`src/rtl/mc_ctrl_pkg.sv`:
```
// Shared encodings for the multi-cycle RV32I control path: FSM states,
// opcodes and the datapath control-bus field values.
package mc_ctrl_pkg;

    typedef enum logic [3:0] {
        S_FETCH    = 4'd0,
        S_DECODE   = 4'd1,
        S_MEMADDR  = 4'd2,
        S_MEMREAD  = 4'd3,
        S_MEMWB    = 4'd4,
        S_MEMWRITE = 4'd5,
        S_EXEC_R   = 4'd6,
        S_ALUWB    = 4'd7,
        S_EXEC_I   = 4'd8,
        S_JAL      = 4'd9,
        S_BRANCH   = 4'd10,
        S_HALT     = 4'd11,
        S_UI       = 4'd12
    } state_t;

    localparam logic [6:0] OP_LW     = 7'b0000011;
    localparam logic [6:0] OP_SW     = 7'b0100011;
    localparam logic [6:0] OP_R      = 7'b0110011;
    localparam logic [6:0] OP_I      = 7'b0010011;
    localparam logic [6:0] OP_BRANCH = 7'b1100011;
    localparam logic [6:0] OP_JAL    = 7'b1101111;
    localparam logic [6:0] OP_JALR   = 7'b1100111;
    localparam logic [6:0] OP_LUI    = 7'b0110111;
    localparam logic [6:0] OP_AUIPC  = 7'b0010111;

    localparam logic [2:0] IMM_I = 3'b000;
    localparam logic [2:0] IMM_S = 3'b001;
    localparam logic [2:0] IMM_B = 3'b010;
    localparam logic [2:0] IMM_J = 3'b011;
    localparam logic [2:0] IMM_U = 3'b100;

    localparam logic [1:0] SRCA_PC    = 2'b00;
    localparam logic [1:0] SRCA_OLDPC = 2'b01;
    localparam logic [1:0] SRCA_RS1   = 2'b10;
    localparam logic [1:0] SRCA_ZERO  = 2'b11;

    localparam logic [1:0] SRCB_RS2  = 2'b00;
    localparam logic [1:0] SRCB_IMM  = 2'b01;
    localparam logic [1:0] SRCB_FOUR = 2'b10;

    localparam logic [1:0] RES_ALUOUT    = 2'b00;
    localparam logic [1:0] RES_DATA      = 2'b01;
    localparam logic [1:0] RES_ALURESULT = 2'b10;

    localparam logic [1:0] ALUOP_ADD    = 2'b00;
    localparam logic [1:0] ALUOP_BRANCH = 2'b01;
    localparam logic [1:0] ALUOP_FUNCT  = 2'b10;

    // States that issue a memory request and may stall on mem_ready.
    function automatic logic is_mem_state(state_t s);
        return (s == S_FETCH) || (s == S_MEMREAD) || (s == S_MEMWRITE);
    endfunction

endpackage

```
`src/rtl/mc_ctrl_fsm_p_if.sv`:
```
// Controller <-> datapath/memory control bus. The controller is the master.
interface mc_ctrl_fsm_p_if #(
    parameter int unsigned CNT_W = 32
);
    logic [6:0]       op;
    logic [2:0]       funct3;
    logic             mem_ready;
    logic             mem_req;
    logic             PCUpdate;
    logic             Branch;
    logic             AddrSrc;
    logic             MemWrite;
    logic             IRWrite;
    logic             RegWrite;
    logic [1:0]       ResultSrc;
    logic [1:0]       ALUOp;
    logic [1:0]       ALUSrcA;
    logic [1:0]       ALUSrcB;
    logic [2:0]       ImmSrc;
    logic             halted;
    logic             illegal;
    logic             bus_err;
    logic [CNT_W-1:0] instret;
    logic [3:0]       state_dbg;

    modport master (
        input  op, funct3, mem_ready,
        output mem_req, PCUpdate, Branch, AddrSrc, MemWrite, IRWrite, RegWrite,
               ResultSrc, ALUOp, ALUSrcA, ALUSrcB, ImmSrc,
               halted, illegal, bus_err, instret, state_dbg
    );

    modport slave (
        output op, funct3, mem_ready,
        input  mem_req, PCUpdate, Branch, AddrSrc, MemWrite, IRWrite, RegWrite,
               ResultSrc, ALUOp, ALUSrcA, ALUSrcB, ImmSrc,
               halted, illegal, bus_err, instret, state_dbg
    );
endinterface

```
`src/rtl/mc_imm_src_dec.sv`:
```
// Opcode -> immediate-format select. Pure combinational so the pipelined
// core can reuse it unchanged.
module mc_imm_src_dec
    import mc_ctrl_pkg::*;
(
    input  logic [6:0] op,
    output logic [2:0] imm_src
);

    // Map each opcode to its immediate layout; unknown opcodes fall to I.
    always_comb begin
        imm_src = IMM_I;
        case (op)
            OP_SW:            imm_src = IMM_S;
            OP_BRANCH:        imm_src = IMM_B;
            OP_JAL:           imm_src = IMM_J;
            OP_LUI, OP_AUIPC: imm_src = IMM_U;
            default:          imm_src = IMM_I;
        endcase
    end

endmodule

```
`src/rtl/mc_ctrl_fsm_p.sv`:
```
// Parametrised multi-cycle RV32I controller with memory stall handshake,
// optional bus timeout, illegal-opcode policy, retired-instruction counter
// and sticky halt status.
module mc_ctrl_fsm_p
    import mc_ctrl_pkg::*;
#(
    parameter bit          MEM_HANDSHAKE = 1'b1,
    parameter int unsigned MEM_TIMEOUT   = 0,
    parameter bit          ENABLE_UI     = 1'b1,
    parameter bit          ILLEGAL_TRAP  = 1'b1,
    parameter int unsigned CNT_W         = 32
) (
    input  logic            clk,
    input  logic            rst,
    mc_ctrl_fsm_p_if.master bus
);

    localparam int unsigned WAIT_W = (MEM_TIMEOUT > 1) ? $clog2(MEM_TIMEOUT) : 1;
    localparam logic [WAIT_W-1:0] WAIT_LAST =
        (MEM_TIMEOUT > 0) ? WAIT_W'(MEM_TIMEOUT - 1) : '0;

    state_t             state_q, state_d;
    logic               halted_q, halted_d;
    logic               illegal_q, illegal_d;
    logic               bus_err_q, bus_err_d;
    logic [CNT_W-1:0]   instret_q, instret_d;
    logic [WAIT_W-1:0]  wait_q, wait_d;

    logic               mem_rdy;
    logic               stall;
    logic               timeout_hit;
    logic               illegal_op;
    logic [2:0]         imm_src;
    logic               unused_funct3;

    assign mem_rdy       = !MEM_HANDSHAKE || bus.mem_ready;
    assign stall         = is_mem_state(state_q) && !mem_rdy;
    assign timeout_hit   = (MEM_TIMEOUT != 0) && stall && (wait_q == WAIT_LAST);
    assign unused_funct3 = ^bus.funct3;

    mc_imm_src_dec u_imm_src_dec (
        .op      (bus.op),
        .imm_src (imm_src)
    );

    // Next-state, sticky status, retire counter and stall-counter logic.
    always_comb begin
        state_d    = state_q;
        halted_d   = halted_q;
        illegal_d  = illegal_q;
        bus_err_d  = bus_err_q;
        instret_d  = instret_q;
        wait_d     = '0;
        illegal_op = 1'b0;

        case (state_q)
            S_FETCH:   if (mem_rdy) state_d = S_DECODE;
            S_DECODE: begin
                case (bus.op)
                    OP_LW, OP_SW, OP_JALR: state_d = S_MEMADDR;
                    OP_R:                  state_d = S_EXEC_R;
                    OP_I:                  state_d = S_EXEC_I;
                    OP_JAL:                state_d = S_JAL;
                    OP_BRANCH:             state_d = S_BRANCH;
                    OP_LUI, OP_AUIPC: begin
                        if (ENABLE_UI) state_d = S_UI;
                        else           illegal_op = 1'b1;
                    end
                    default:               illegal_op = 1'b1;
                endcase
                if (illegal_op) begin
                    if (ILLEGAL_TRAP) begin
                        state_d   = S_HALT;
                        illegal_d = 1'b1;
                    end else begin
                        state_d = S_FETCH;
                    end
                end
            end
            S_MEMADDR: begin
                case (bus.op)
                    OP_LW:   state_d = S_MEMREAD;
                    OP_SW:   state_d = S_MEMWRITE;
                    OP_JALR: state_d = S_JAL;
                    default: state_d = S_FETCH;
                endcase
            end
            S_MEMREAD: if (mem_rdy) state_d = S_MEMWB;
            S_MEMWB: begin
                state_d   = S_FETCH;
                instret_d = instret_q + 1'b1;
            end
            S_MEMWRITE: begin
                if (mem_rdy) begin
                    state_d   = S_FETCH;
                    instret_d = instret_q + 1'b1;
                end
            end
            S_EXEC_R, S_EXEC_I, S_UI, S_JAL: state_d = S_ALUWB;
            S_ALUWB, S_BRANCH: begin
                state_d   = S_FETCH;
                instret_d = instret_q + 1'b1;
            end
            S_HALT:  state_d = S_HALT;
            default: state_d = S_HALT;
        endcase

        // Timeout overrides the hold; a ready in the same cycle never lands here.
        if (timeout_hit) begin
            state_d   = S_HALT;
            bus_err_d = 1'b1;
        end else if (stall) begin
            wait_d = wait_q + 1'b1;
        end

        if (state_d == S_HALT) halted_d = 1'b1;
    end

    // Control-bus decode; combinational so FETCH strobes can follow mem_ready
    // and everything drops to zero while rst is held.
    always_comb begin
        bus.mem_req   = 1'b0;
        bus.PCUpdate  = 1'b0;
        bus.Branch    = 1'b0;
        bus.AddrSrc   = 1'b0;
        bus.MemWrite  = 1'b0;
        bus.IRWrite   = 1'b0;
        bus.RegWrite  = 1'b0;
        bus.ResultSrc = RES_ALUOUT;
        bus.ALUOp     = ALUOP_ADD;
        bus.ALUSrcA   = SRCA_PC;
        bus.ALUSrcB   = SRCB_RS2;
        bus.ImmSrc    = '0;
        bus.halted    = 1'b0;
        bus.illegal   = 1'b0;
        bus.bus_err   = 1'b0;
        bus.instret   = '0;
        bus.state_dbg = '0;
        if (!rst) begin
            bus.ImmSrc    = imm_src;
            bus.halted    = halted_q;
            bus.illegal   = illegal_q;
            bus.bus_err   = bus_err_q;
            bus.instret   = instret_q;
            bus.state_dbg = state_q;
            case (state_q)
                S_FETCH: begin
                    bus.mem_req   = 1'b1;
                    bus.ALUSrcA   = SRCA_PC;
                    bus.ALUSrcB   = SRCB_FOUR;
                    bus.ResultSrc = RES_ALURESULT;
                    bus.IRWrite   = mem_rdy;
                    bus.PCUpdate  = mem_rdy;
                end
                S_DECODE: begin
                    bus.ALUSrcA = SRCA_OLDPC;
                    bus.ALUSrcB = SRCB_IMM;
                end
                S_MEMADDR: begin
                    bus.ALUSrcA = SRCA_RS1;
                    bus.ALUSrcB = SRCB_IMM;
                end
                S_MEMREAD: begin
                    bus.mem_req = 1'b1;
                    bus.AddrSrc = 1'b1;
                end
                S_MEMWB: begin
                    bus.RegWrite  = 1'b1;
                    bus.ResultSrc = RES_DATA;
                end
                S_MEMWRITE: begin
                    bus.mem_req  = 1'b1;
                    bus.AddrSrc  = 1'b1;
                    bus.MemWrite = 1'b1;
                end
                S_EXEC_R: begin
                    bus.ALUSrcA = SRCA_RS1;
                    bus.ALUSrcB = SRCB_RS2;
                    bus.ALUOp   = ALUOP_FUNCT;
                end
                S_EXEC_I: begin
                    bus.ALUSrcA = SRCA_RS1;
                    bus.ALUSrcB = SRCB_IMM;
                    bus.ALUOp   = ALUOP_FUNCT;
                end
                S_UI: begin
                    bus.ALUSrcA = (bus.op == OP_LUI) ? SRCA_ZERO : SRCA_OLDPC;
                    bus.ALUSrcB = SRCB_IMM;
                    bus.ALUOp   = ALUOP_ADD;
                end
                S_JAL: begin
                    bus.ALUSrcA   = SRCA_OLDPC;
                    bus.ALUSrcB   = SRCB_FOUR;
                    bus.ResultSrc = RES_ALUOUT;
                    bus.PCUpdate  = 1'b1;
                end
                S_ALUWB: begin
                    bus.RegWrite  = 1'b1;
                    bus.ResultSrc = RES_ALUOUT;
                end
                S_BRANCH: begin
                    bus.ALUSrcA   = SRCA_RS1;
                    bus.ALUSrcB   = SRCB_RS2;
                    bus.ALUOp     = ALUOP_BRANCH;
                    bus.ResultSrc = RES_ALUOUT;
                    bus.Branch    = 1'b1;
                end
                default: ;
            endcase
        end
    end

    // State and status registers with synchronous reset.
    always_ff @(posedge clk) begin
        if (rst) begin
            state_q   <= S_FETCH;
            halted_q  <= 1'b0;
            illegal_q <= 1'b0;
            bus_err_q <= 1'b0;
            instret_q <= '0;
            wait_q    <= '0;
        end else begin
            state_q   <= state_d;
            halted_q  <= halted_d;
            illegal_q <= illegal_d;
            bus_err_q <= bus_err_d;
            instret_q <= instret_d;
            wait_q    <= wait_d;
        end
    end

endmodule

```
`src/flat_wrapper.sv`:
```
// flat-port wrapper written by rule: the top's interface ports become plain ports
module mc_ctrl_fsm_p_flat import mc_ctrl_pkg::*;
#(
    parameter bit          MEM_HANDSHAKE = 1'b1,
    parameter int unsigned MEM_TIMEOUT   = 0,
    parameter bit          ENABLE_UI     = 1'b1,
    parameter bit          ILLEGAL_TRAP  = 1'b1,
    parameter int unsigned CNT_W         = 32
)
  (clk, rst, bus_op, bus_funct3, bus_mem_ready, bus_mem_req, bus_PCUpdate, bus_Branch, bus_AddrSrc, bus_MemWrite, bus_IRWrite, bus_RegWrite, bus_ResultSrc, bus_ALUOp, bus_ALUSrcA, bus_ALUSrcB, bus_ImmSrc, bus_halted, bus_illegal, bus_bus_err, bus_instret, bus_state_dbg);
  mc_ctrl_fsm_p_if #(.CNT_W(CNT_W)) bus_i ();
  input  logic clk;
  input  logic rst;
  input wire logic [$bits(bus_i.op)-1:0] bus_op;
  input wire logic [$bits(bus_i.funct3)-1:0] bus_funct3;
  input wire logic [$bits(bus_i.mem_ready)-1:0] bus_mem_ready;
  output wire logic [$bits(bus_i.mem_req)-1:0] bus_mem_req;
  output wire logic [$bits(bus_i.PCUpdate)-1:0] bus_PCUpdate;
  output wire logic [$bits(bus_i.Branch)-1:0] bus_Branch;
  output wire logic [$bits(bus_i.AddrSrc)-1:0] bus_AddrSrc;
  output wire logic [$bits(bus_i.MemWrite)-1:0] bus_MemWrite;
  output wire logic [$bits(bus_i.IRWrite)-1:0] bus_IRWrite;
  output wire logic [$bits(bus_i.RegWrite)-1:0] bus_RegWrite;
  output wire logic [$bits(bus_i.ResultSrc)-1:0] bus_ResultSrc;
  output wire logic [$bits(bus_i.ALUOp)-1:0] bus_ALUOp;
  output wire logic [$bits(bus_i.ALUSrcA)-1:0] bus_ALUSrcA;
  output wire logic [$bits(bus_i.ALUSrcB)-1:0] bus_ALUSrcB;
  output wire logic [$bits(bus_i.ImmSrc)-1:0] bus_ImmSrc;
  output wire logic [$bits(bus_i.halted)-1:0] bus_halted;
  output wire logic [$bits(bus_i.illegal)-1:0] bus_illegal;
  output wire logic [$bits(bus_i.bus_err)-1:0] bus_bus_err;
  output wire logic [$bits(bus_i.instret)-1:0] bus_instret;
  output wire logic [$bits(bus_i.state_dbg)-1:0] bus_state_dbg;
  assign bus_i.op = bus_op;
  assign bus_i.funct3 = bus_funct3;
  assign bus_i.mem_ready = bus_mem_ready;
  assign bus_mem_req = bus_i.mem_req;
  assign bus_PCUpdate = bus_i.PCUpdate;
  assign bus_Branch = bus_i.Branch;
  assign bus_AddrSrc = bus_i.AddrSrc;
  assign bus_MemWrite = bus_i.MemWrite;
  assign bus_IRWrite = bus_i.IRWrite;
  assign bus_RegWrite = bus_i.RegWrite;
  assign bus_ResultSrc = bus_i.ResultSrc;
  assign bus_ALUOp = bus_i.ALUOp;
  assign bus_ALUSrcA = bus_i.ALUSrcA;
  assign bus_ALUSrcB = bus_i.ALUSrcB;
  assign bus_ImmSrc = bus_i.ImmSrc;
  assign bus_halted = bus_i.halted;
  assign bus_illegal = bus_i.illegal;
  assign bus_bus_err = bus_i.bus_err;
  assign bus_instret = bus_i.instret;
  assign bus_state_dbg = bus_i.state_dbg;
  mc_ctrl_fsm_p #(.MEM_HANDSHAKE(MEM_HANDSHAKE), .MEM_TIMEOUT(MEM_TIMEOUT), .ENABLE_UI(ENABLE_UI), .ILLEGAL_TRAP(ILLEGAL_TRAP), .CNT_W(CNT_W)) u_core (.clk(clk), .rst(rst), .bus(bus_i));
endmodule
```
`config.mk`:
```
export PLATFORM = sky130hd
export DESIGN_NAME = mc_ctrl_fsm_p_flat
export DESIGN_NICKNAME = d
export VERILOG_FILES = /design/src/rtl/mc_ctrl_pkg.sv /design/src/rtl/mc_ctrl_fsm_p_if.sv /design/src/rtl/mc_imm_src_dec.sv /design/src/rtl/mc_ctrl_fsm_p.sv /design/src/flat_wrapper.sv
export SDC_FILE = /design/constraint.sdc
export NUM_CORES = 1
export LEC_CHECK = 0
export CORE_ASPECT_RATIO = 2
export CORE_MARGIN = 5
export CORE_UTILIZATION = 45
export DETAILED_ROUTE_END_ITERATION = 16
export MAX_ROUTING_LAYER = met4
export PLACE_DENSITY = 0.86
export SETUP_SLACK_MARGIN = 0.2
export SYNTH_ARGS = -nofsm -noshare
export SYNTH_HDL_FRONTEND = slang
export SYNTH_HIERARCHICAL = 1
export SYNTH_SLANG_ARGS = --single-unit
```
`constraint.sdc`:
```
create_clock -name clk -period 1.93 [get_ports clk]
set_input_delay 0.386 -clock clk [delete_from_list [all_inputs] [get_ports clk]]
set_output_delay 0.386 -clock clk [all_outputs]
set_load 0.05 [all_outputs]
```
==> impl_metrics.py, run 1 <==
metrics = {
    "run_status": {
        "status": "stopped before the end",
        "lastStage": "global routing",
        "error_message": "[ERROR DPL-0033] detailed placement checks failed during check placement.",
    },
    "floorplan": {
        "die_h_um": 120.2,
        "num_rows": 40,
        "ios": 70,
        "start_util_pct": 45.90,
        "die_w_um": 65.12,
    },
    "yosys": {
        "synth_nets": 374,
        "syn-cell-area_um2": 2734,
        "yosysTopAreaCellShare_pct": 28.56,
        "ys_ff_latch": 39,
        "synth_ff_type": "dfxtp_1",
        "synthTopCellsByArea": "dfxtp_1 (29%), nor2b_1 (9.8%), nor2_1 (6.2%), a21oi_1 (3.7%), nand2_1 (3.3%)",
        "synthArstFlopShare_pct": 0,
        "synthesis.instances": 360,
        "synth_area_per_cell_um2": 7.594,
        "yosysUniqueCellTypes": 63,
        "synth.yosys.seq_area_share_pct": 28.56,
        "yosysWarnings": 6,
        "synth_edf_count": 0,
        "yosys.area.top_type": "dfxtp_1",
    },
    "placed_design": {
        "hpwl_um": 7390,
        "port_buffers": 66,
        "dp_cells": 527,
        "gp_congestion": 0.9463,
    },
    "clock_network": {
        "htreeDepth": 2,
        "cts_sinks": 39,
        "cts_root_buf": "clkbuf_16",
        "ctsHoldBuffers": 0,
        "cts_buffers": 5,
        "cts.path.max_buffers": 2,
    },
    "timing": {
        "worst_endpoint_kind": "output port",
        "grt-worst-endpoint": "bus_IRWrite",
    },
    "global_route": {
        "grt_max_degree": 50,
        "grt_antenna_before_repair": 0,
    },
}
cell usage after synthesis, types with 4 or more instances:
| library cell | number |
|---|---|
| nor2b_1 | 43 |
| mux2_2 | 5 |
| xnor2_1 | 7 |
| inv_1 | 9 |
| clkbuf_1 | 17 |
| a21oi_1 | 20 |
| and2_1 | 4 |
| nor3_1 | 12 |
| or3_1 | 8 |
| a211oi_1 | 5 |
| nand2_1 | 24 |
| nand3_1 | 6 |
| dfxtp_1 | 39 |
| nand4b_1 | 4 |
| o2111ai_1 | 4 |
| nor2_1 | 45 |
| nand4_1 | 12 |
| o21ai_0 | 16 |
| xor2_1 | 7 |
| or4_1 | 7 |
stage by stage:
stage	worst slack (ns)	area, um^2
after CTS	-0.1112	5330
after detailed placement	-0.3729	4536
after global placement	-0.3566	4536
after floorplan	-0.1823	3184
cell families after synthesis:
family          Yosys count  synth area share [%]
fa+ha+maj                 1                0.4576
xor+xnor                 14                 4.485
simple gates            196                 41.65
buf+inv                  31                 4.393
compound gates           71                 17.21
flops                    39                 28.56
mux                       8                 3.249
what timing repair did:
action                     CTS
gates cloned                 2
setup buffers               32
pin swaps                   49
gates resized for setup    104
setup endpoints to repair   48
==> inputs of run 2 (changes only) <==
- CORE_ASPECT_RATIO: 2 -> not set
- CORE_UTILIZATION: 45 -> 40
- MAX_ROUTING_LAYER: met4 -> not set
- PLACE_DENSITY: 0.86 -> not set
- PLACE_DENSITY_LB_ADDON: not set -> 0.15
- SETUP_SLACK_MARGIN: 0.2 -> not set
- clock period: 1.93 -> 2.5 ns (I/O delays scaled with it)
==> run 2 against run 1 <==
The run now ends clean; synthesized cell count unchanged; synthesized area unchanged.
==> impl_metrics.py, run 2 <==
metrics = {
    "run_status": {
        "status": "finished, final reports clean",
    },
    "yosys": {
        "yosys.area.top_type": "dfxtp_1",
        "synth_area_per_cell_um2": 7.594,
        "netlist_top_cells_count": "nor2_1 (45), nor2b_1 (43), dfxtp_1 (39), nand2_1 (24), a21oi_1 (20)",
        "synth_edf_count": 0,
        "yosysUniqueCellTypes": 63,
        "synth_nets": 374,
        "yosysWarnings": 6,
        "yosysTopAreaCellShare_pct": 28.56,
        "synthArstFlopShare_pct": 0,
        "syn-cell-area_um2": 2734,
        "synthTopCellsByArea": "dfxtp_1 (29%), nor2b_1 (9.8%), nor2_1 (6.2%), a21oi_1 (3.7%), nand2_1 (3.3%)",
        "synth.yosys.seq_area_share_pct": 28.56,
        "synthesis.instances": 360,
        "synth_ff_type": "dfxtp_1",
        "ys_ff_latch": 39,
        "synth.most_common_cell": "nor2_1",
    },
    "floorplan": {
        "start_util_pct": 40.69,
        "die_h_um": 92.67,
        "ios": 70,
        "die_w_um": 92.67,
        "fp.dieArea_um2": 8588,
        "num_rows": 30,
        "coreArea_um2": 6719,
    },
    "detailed_routing": {
        "wl_met1_um": 3328,
        "drtIter0Drc": 140,
        "dr.max_layer_used": "met4",
        "wirelength_um": 7345,
        "dr_wl_met3_um": 228,
        "via_per_inst": 5.531,
        "drc": 0,
        "wl_met2_um": 3705,
        "avgRoutedWirePerCell_um": 14.23,
        "via_count": 2854,
        "final_antenna_net_count": 0,
        "drt_first_pass_iters": 4,
    },
    "final_layout": {
        "layout-drive-gt1-share_pct": 29.36,
        "syn2layout_area_growth_pct": 47.78,
        "mostFrequentLayoutCells": "buf_4 (49), nor2_1 (42), nor2b_1 (39)",
        "largest_reg_flops": 32,
        "top_regs": "u_core/instret_q x32, u_core/state_q x4",
        "regMostFlops": "u_core/instret_q",
        "antenna_cells": 0,
        "fin_nets": 449,
        "postLayoutCoreUtil_pct": 60.13,
        "mostFrequentLayoutCell": "buf_4",
    },
    "global_route": {
        "grt_usage_pct": 17.37,
        "grt_pass1_vias": 2683,
        "gr-total-overflow": 0,
        "grt_max_degree": 36,
        "grt_pass1_wl_um": 12470,
        "grt_antenna_before_repair": 0,
    },
    "timing": {
        "setup_ws_ns": 0.1146,
        "slew_headroom_pct": 63.74,
        "rsz0062_at_grt": "false",
        "worstMarginPinSlew_ns": 0.5432,
        "finalSetupViolCount": 0,
        "final-hold-violation-count": 0,
        "finalCritPeriodShare_pct": 95.42,
        "fmax_mhz": 419.2,
        "clock_skew_ns": 0.007589,
        "min_period_ns": 2.385,
        "drv_slew": 0,
    },
    "placed_design": {
        "port_buffers": 66,
        "dp_slack_ns": -0.2339,
        "gp_congestion": 0.8094,
        "hpwl_um": 5514,
    },
    "clock_network": {
        "post-cts-setup-buffers": 0,
        "cts_sinks": 39,
        "insertion_delay_ns": 0.30,
        "htreeDepth": 2,
        "cts_buffers": 5,
        "ctsHoldBuffers": 0,
        "cts_root_buf": "clkbuf_8",
        "clkTransAtPathRegs_ns": 0.08,
        "cts.path.max_buffers": 2,
        "cts_tree": "done",
    },
    "worst_hold_path": {
        "min-delay-path-class": "reg2reg",
    },
    "flow_run": {
        "cap_violations": 0,
    },
    "power": {
        "leakage_nw": 1.484,
        "max-vdd-ir-drop_mv": 0.3344,
        "p_per_area_nw_per_um2": 696.9,
    },
    "setup_path": {
        "crit_fanout": 6,
        "cp_data_required_time_ns": 2.00,
        "cp-start-kind": "input pin",
        "critPathKind": "in2out",
        "end_kind": "primary output",
        "arrival_ns": 1.89,
    },
}
## run 2: cell counts after synthesis
Identical to the previous run, type by type.
## run 2: layout make-up
class | count | area (um^2)
Sequential cell | 39 | 783.3
Multi-Input combinational cell | 290 | 1934
Clock buffer | 6 | 82.58
Fill cell | 606 | 2679
Inverter | 9 | 33.78
Clock inverter | 2 | 16.27
Timing Repair Buffer | 90 | 1090
Tap cell | 80 | 100.1
## run 2: final timing paths
kind | start | to | cells past startpoint | slack, ns
worst min-delay path | u_core/illegal_q$_SDFFE_PP0P_ | u_core/illegal_q$_SDFFE_PP0P_ | 2 | 0.47
worst max register to register | u_core/state_q[0]$_SDFF_PP0_ | u_core/instret_q[22]$_SDFFE_PP0P_ | 6 | 0.31
worst min register to register | u_core/illegal_q$_SDFFE_PP0P_ | u_core/illegal_q$_SDFFE_PP0P_ | 2 | 0.47
worst max-delay path | bus_op[2] | bus_ImmSrc[0] | 5 | 0.11
## run 2: cells by family (layout without fill, tap and decap cells)
group | Yosys count | after routing | synth area share [%]
compound gates | 71 | 71 | 17.21
mux | 8 | 8 | 3.249
fa+ha+maj | 1 | 1 | 0.4576
xor+xnor | 14 | 14 | 4.485
simple gates | 196 | 196 | 41.65
buf+inv | 31 | 107 | 4.393
flops | 39 | 39 | 28.56
## run 2: repair_timing
item	in CTS	in global routing
endpoints found under the setup margin	1	2
pin swaps	4	0
resized for setup	6	3
## run 2: metrics by stage
step	instances	hold slack [ns]	cell area, um^2	setup TNS [ns]	power (mW)
after global placement	508	0.4462	3930	-0.2142	2.358
after detailed placement	508	0.4576	3930	-0.2339	2.368
after floorplan	360	0.4323	2823	-0.6546	1.748
after CTS	516	0.4757	4035	0	2.831
after global routing	516	0.5180	4040	0	2.970
final	516	0.4695	4040	0	2.816
## run 2: per-layer routing
metal / GRT usage [%] / vias up
met3: 2.600 / 7
met5: 0 / -
met1: 22.00 / 1335
li1: - / 1450
met2: 30.69 / 62
met4: 4.518 / 0
## run 2: power by group
group / internal [mW] / switching [mW] / total [mW]
Clock: 0.225 / 0.235 / 0.461
Sequential: 0.670 / 0.103 / 0.773
Combinational: 0.697 / 0.885 / 1.58
## run 2: critical path, stage by stage
cell	delay, ns
clkdlybuf4s50_1	0.52
or3_1	0.39
a21boi_1	0.13
nor2b_2	0.19
buf_12	0.15
Power figures use the tool's default switching activity.
